## src/rtl/nibbler_pkg.sv

```systemverilog
// Shared types for the Nibbler 4-bit CPU control path: opcodes, sequencer states, ALU selects.
package nibbler_pkg;

  typedef enum logic [3:0] {
    OP_JC   = 4'h0, OP_JNC  = 4'h1, OP_CMPI = 4'h2, OP_CMPM = 4'h3,
    OP_LIT  = 4'h4, OP_IN   = 4'h5, OP_LD   = 4'h6, OP_ST   = 4'h7,
    OP_JZ   = 4'h8, OP_JNZ  = 4'h9, OP_ADDI = 4'hA, OP_ADDM = 4'hB,
    OP_JMP  = 4'hC, OP_OUT  = 4'hD, OP_NORI = 4'hE, OP_NORM = 4'hF
  } opcode_e;

  typedef enum logic [1:0] {
    FETCH,
    FETCH2,
    EXEC
  } state_e;

  localparam logic [1:0] ALU_PASS = 2'b00;
  localparam logic [1:0] ALU_ADD  = 2'b01;
  localparam logic [1:0] ALU_NOR  = 2'b10;
  localparam logic [1:0] ALU_CMP  = 2'b11;

  function automatic logic is_two_byte(opcode_e op);
    return !(op inside {OP_CMPI, OP_LIT, OP_ADDI, OP_NORI});
  endfunction

endpackage

```

## src/rtl/nibbler_decoder.sv

```systemverilog
// Combinational strobe and jump decode; everything is quiet outside EXEC.
module nibbler_decoder
  import nibbler_pkg::*;
(
  input  opcode_e     op_i,
  input  state_e      state_i,
  input  logic        not_carry_i,
  input  logic        not_zero_i,
  output logic        acc_we_o,
  output logic        flags_we_o,
  output logic [1:0]  alu_sel_o,
  output logic        src_mem_o,
  output logic        ram_we_o,
  output logic        out_we_o,
  output logic        in_re_o,
  output logic        jump_taken_o
);

  always_comb begin
    acc_we_o     = 1'b0;
    flags_we_o   = 1'b0;
    alu_sel_o    = ALU_PASS;
    src_mem_o    = 1'b0;
    ram_we_o     = 1'b0;
    out_we_o     = 1'b0;
    in_re_o      = 1'b0;
    jump_taken_o = 1'b0;
    if (state_i == EXEC) begin
      unique case (op_i)
        OP_JC:   jump_taken_o = ~not_carry_i;
        OP_JNC:  jump_taken_o = not_carry_i;
        OP_JZ:   jump_taken_o = ~not_zero_i;
        OP_JNZ:  jump_taken_o = not_zero_i;
        OP_JMP:  jump_taken_o = 1'b1;
        OP_LIT:  acc_we_o = 1'b1;
        OP_LD:   begin acc_we_o = 1'b1; src_mem_o = 1'b1; end
        OP_IN:   begin acc_we_o = 1'b1; src_mem_o = 1'b1; in_re_o = 1'b1; end
        OP_ST:   ram_we_o = 1'b1;
        OP_OUT:  out_we_o = 1'b1;
        OP_CMPI: begin flags_we_o = 1'b1; alu_sel_o = ALU_CMP; end
        OP_CMPM: begin flags_we_o = 1'b1; alu_sel_o = ALU_CMP; src_mem_o = 1'b1; end
        OP_ADDI: begin acc_we_o = 1'b1; flags_we_o = 1'b1; alu_sel_o = ALU_ADD; end
        OP_ADDM: begin
          acc_we_o = 1'b1; flags_we_o = 1'b1; alu_sel_o = ALU_ADD; src_mem_o = 1'b1;
        end
        OP_NORI: begin acc_we_o = 1'b1; flags_we_o = 1'b1; alu_sel_o = ALU_NOR; end
        OP_NORM: begin
          acc_we_o = 1'b1; flags_we_o = 1'b1; alu_sel_o = ALU_NOR; src_mem_o = 1'b1;
        end
        default: ;
      endcase
    end
  end

endmodule

```

## src/rtl/nibbler_control.sv

```systemverilog
// Nibbler fetch/execute sequencer: owns PC, instruction register, operand low byte and phase.
module nibbler_control
  import nibbler_pkg::*;
#(
  parameter logic [11:0] RESET_VECTOR = 12'h000
) (
  input  logic        clk,
  input  logic        reset,
  input  logic [7:0]  prog,
  input  logic        prog_ready,
  input  logic        notCarry,
  input  logic        notZero,
  output logic [11:0] direccion,
  output logic        fase,
  output logic [3:0]  operand,
  output logic [11:0] data_addr,
  output logic        acc_we,
  output logic        flags_we,
  output logic [1:0]  alu_sel,
  output logic        src_mem,
  output logic        ram_we,
  output logic        out_we,
  output logic        in_re
);

  state_e      state_q, state_d;
  logic [11:0] pc_q, pc_d;
  logic [7:0]  ir_q, ir_d;
  logic [7:0]  lo_q, lo_d;
  logic        jump_taken;

  always_ff @(posedge clk or negedge reset) begin
    if (!reset) begin
      state_q <= FETCH;
      pc_q    <= RESET_VECTOR;
      ir_q    <= '0;
      lo_q    <= '0;
    end else begin
      state_q <= state_d;
      pc_q    <= pc_d;
      ir_q    <= ir_d;
      lo_q    <= lo_d;
    end
  end

  always_comb begin
    state_d = state_q;
    pc_d    = pc_q;
    ir_d    = ir_q;
    lo_d    = lo_q;
    unique case (state_q)
      FETCH: if (prog_ready) begin
        ir_d    = prog;
        pc_d    = pc_q + 12'd1;
        state_d = is_two_byte(opcode_e'(prog[7:4])) ? FETCH2 : EXEC;
      end
      FETCH2: if (prog_ready) begin
        lo_d    = prog;
        pc_d    = pc_q + 12'd1;
        state_d = EXEC;
      end
      EXEC: begin
        if (jump_taken) pc_d = {ir_q[3:0], lo_q};
        state_d = FETCH;
      end
      default: state_d = FETCH;
    endcase
  end

  nibbler_decoder u_decoder (
    .op_i         (opcode_e'(ir_q[7:4])),
    .state_i      (state_q),
    .not_carry_i  (notCarry),
    .not_zero_i   (notZero),
    .acc_we_o     (acc_we),
    .flags_we_o   (flags_we),
    .alu_sel_o    (alu_sel),
    .src_mem_o    (src_mem),
    .ram_we_o     (ram_we),
    .out_we_o     (out_we),
    .in_re_o      (in_re),
    .jump_taken_o (jump_taken)
  );

  assign direccion = pc_q;
  assign fase      = (state_q == EXEC);
  assign operand   = ir_q[3:0];
  assign data_addr = {ir_q[3:0], lo_q};

endmodule

```

## config.mk

```make
export PLATFORM = sky130hd
export DESIGN_NAME = nibbler_control
export DESIGN_NICKNAME = d
export VERILOG_FILES = /design/src/rtl/nibbler_pkg.sv /design/src/rtl/nibbler_decoder.sv /design/src/rtl/nibbler_control.sv
export SDC_FILE = /design/constraint.sdc
export NUM_CORES = 1
export LEC_CHECK = 0
export ABC_AREA = 1
export CORE_UTILIZATION = 49
export CTS_BUF_LIST = sky130_fd_sc_hd__clkbuf_4 sky130_fd_sc_hd__clkbuf_8
export DETAILED_ROUTE_END_ITERATION = 8
export PLACE_DENSITY_LB_ADDON = 0.05
export SYNTH_ARGS = -nofsm -noshare
export SYNTH_HDL_FRONTEND = slang
export SYNTH_HIERARCHICAL = 1
export SYNTH_SLANG_ARGS = --single-unit
```

## constraint.sdc

```tcl
create_clock -name clk -period 2.18 [get_ports clk]
set_clock_uncertainty 0.15 [all_clocks]
set_input_delay 0.436 -clock clk [delete_from_list [all_inputs] [get_ports clk]]
set_output_delay 0.436 -clock clk [all_outputs]
set_load 0.02 [all_outputs]
```

==> flow_summary.yaml <==
synth:
  synth-seq-area-share_pct: 42.4
  synth.largest_area_cell: "dfrtp_1"
  synth_edf_count: 0
  syn-cell-area_um2: 1770
  yosysWarnings: 6
  synth_fp_nets: 257
  synthTopCellsByArea: "dfrtp_1 42%, nand2_1 14%, o21ai_0 8.5%, inv_1 6.4%, buf_4 4.2%"
  synthFlopType: "dfrtp_1"
  ys_ff_latch: 30
  async_flop_share_pct: 100
  syn_inst: 243
  synth_cell_type_count: 31
  synth_top_area_share_pct: 42.4
  synth_area_per_cell_um2: 7.29
drt:
  vias: 1672
  drt-vias-per-instance: 4.93
  avgRoutedWirePerCell_um: 11.7
  wl_um: 3970
  first_pass_iters: 4
  drtIter0Drc: 114
  route.detailed.drc: 0
  final_antenna_net_count: 0
critical_path:
  r2r.worst_path.cells: 12
  r2r_start: "ir_q[7]$_DFFE_PN0P_"
  cp_num_buf_inv: 3
  cp_slowest_cell: "dfrtp_1"
  rr_endpoint: "direccion[8]$_DFFE_PN0P_"
  arrival_ns: 1.52
  crit_family: "buffers and inverters"
  crit_chain: "inv_2 -> nand2_4 -> inv_4 -> nand2_1 -> a21oi_1 -> dlygate4sd2_1"
  crit_fanout: 5
  endpoint_kind: "output pin"
  slowest_delay_ns: 0.41
  start_kind: "register"
  path_class: "reg2out"
  r2r_slack_ns: 0.32
  critPathRequiredTime_ns: 1.59
layout:
  diodes: 0
  final_cell_count_no_fill: 339
  nNetsFinal: 306
  fill_cells: 305
  syn_to_final_growth_pct: 30.9
  final_cell_mix: "68 x nand2_1, 40 x clkdlybuf4s50_1, 30 x inv_1, 30 x o21ai_0, 29 x dfrtp_1"
  drive_above_1_share_pct: 13.0
  fin_util_pct: 68.4
  mostFrequentLayoutCell: "nand2_1"
place:
  hpwl_um: 2910
  dpl.cell_count: 331
  globalplace.congestion: 0.841
  numPortBuffers: 49
sta:
  relSlewSlack_pct: 73.5
  report.final.slew_viol_count: 0
  fmax_mhz: 475
  layout_worst_path_cycle_share_pct: 96.6
  rsz0062_at_grt: "false"
  tns_ns: 0
  hold_viol: 0
  setup_viol: 0
  fin_crit_ns: 2.11
  worst_pin_slew_ns: 0.396
floorplan:
  placementRows: 21
  io_pins: 50
  die_w_um: 62.1
  fp.coreArea_um2: 3390
  start_util_pct: 52.3
  die_y_um: 62.1
  dieArea_um2: 3860
global_routing:
  globalRouteMet2Util_pct: 37.1
  grt_max_degree: 31
  grtUsageMet3_pct: 6.80
  gr-usage-met1_pct: 29.2
  antenna_found_initial: 0
  grt_util_all_layers_pct: 22.7
  grt_pass1_wl_um: 6990
  grt.overflow.total: 0
  first_global_vias: 1590
  top_usage_layer: "met2"
cts:
  root_buffer: "clkbuf_4"
  holdBufCountCts: 0
  cts_tree: "built"
  cts_buffer_depth: 2
  clk_pin_slew_ns: 0.10
  insertion_delay_ns: 0.34
  clkSinkCount: 30
  cts_buffers: 5
  htreeDepth: 2
power_and_ir_drop:
  ir_worst_vdd_v: 0.000629
  p_leak_uw: 0.00114
  cellPowerDensity_nw_per_um2: 1280
  p_total_uw: 2970
run_status:
  status: "finished clean"
flow_run:
  cap_violations: 0
hold_path:
  hold_class: "in2async"
[how the worst max path moves through the flow]
stage | start | endpoint | slack [ns] | depth (start not counted)
final | ir_q[7]$_DFFE_PN0P_ | acc_we | 0.07 | 6
after global routing | ir_q[7]$_DFFE_PN0P_ | acc_we | 0.008 | 6
after CTS | ir_q[5]$_DFFE_PN0P_ | out_we | 0.001 | 4
after detailed placement | notZero | direccion[4]$_DFFE_PN0P_ | 0.03 | 9
after global placement | notCarry | direccion[8]$_DFFE_PN0P_ | 0.06 | 11
after floorplan | state_q[0]$_DFFE_PN0P_ | out_we | 0.30 | 3
[flip-flops by register name, summed over array words and instances (netlist names)]
signal	cells
direccion	12
state_q	2
lo_q	8
ir_q	8
[layer usage]
| metal | routed length (µm) | vias to the layer above | part of all wire [%] |
|---|---|---|---|
| met5 | 0 | - | 0 |
| met4 | 34 | 0 | 0.86 |
| met3 | 245 | 5 | 6.2 |
| met2 | 1850 | 57 | 47 |
| met1 | 1850 | 746 | 46 |
| li1 | - | 864 | - |
[area by class of cell]
cell class | instances | area, µm² | area share, %
Clock buffer | 5 | 37.5 | 1.62
Timing Repair Buffer | 55 | 505 | 21.8
Tap cell | 46 | 57.6 | 2.48
Clock inverter | 3 | 40.0 | 1.73
Sequential cell | 30 | 752 | 32.4
Multi-Input combinational cell | 164 | 786 | 33.9
Inverter | 36 | 140 | 6.04
[where the power goes]
group / switching, µW / internal, µW
Clock: 211 / 237
Combinational: 814 / 656
Sequential: 274 / 779
[Yosys cell counts, types with 2 or more instances]
cell / number
nand4_1: 4
or2_2: 2
o21ai_0: 30
nand2_1: 68
nand3_1: 12
nor2_2: 2
inv_4: 2
nor2_1: 15
dfrtp_1: 30
inv_2: 4
buf_4: 10
inv_1: 30
a21oi_1: 10
nor2_4: 2
o22ai_1: 2
nand2_2: 3
nor3_1: 3
[through the flow]
stage	setup slack (ns)	area (µm²)	hold slack, ns
floorplan	0.301	1770	-0.00959
global placement	0.0556	2270	0.367
detailed placement	0.0300	2270	0.371
CTS	0.000974	2340	0.339
global route	0.00847	2320	0.371
finish	0.0735	2320	0.338
[cell families (layout without fill, tap and decap cells)]
family          after synthesis  after routing  share of synthesized area [%]
compound gates               49             49                           15.3
simple gates                114            114                           28.4
buf+inv                      49             99                           13.3
fa+ha+maj                     1              1                          0.706
flops                        30             30                           42.4
[repair_timing]
action / CTS / global route
endpoints found under the setup margin: 9 / 5
buffers inserted: 0 / 0
gates resized for setup: 10 / 13
pin swaps: 0 / 0
cloned: 0 / 0
Note: power is estimated with default switching activity, not from simulation.
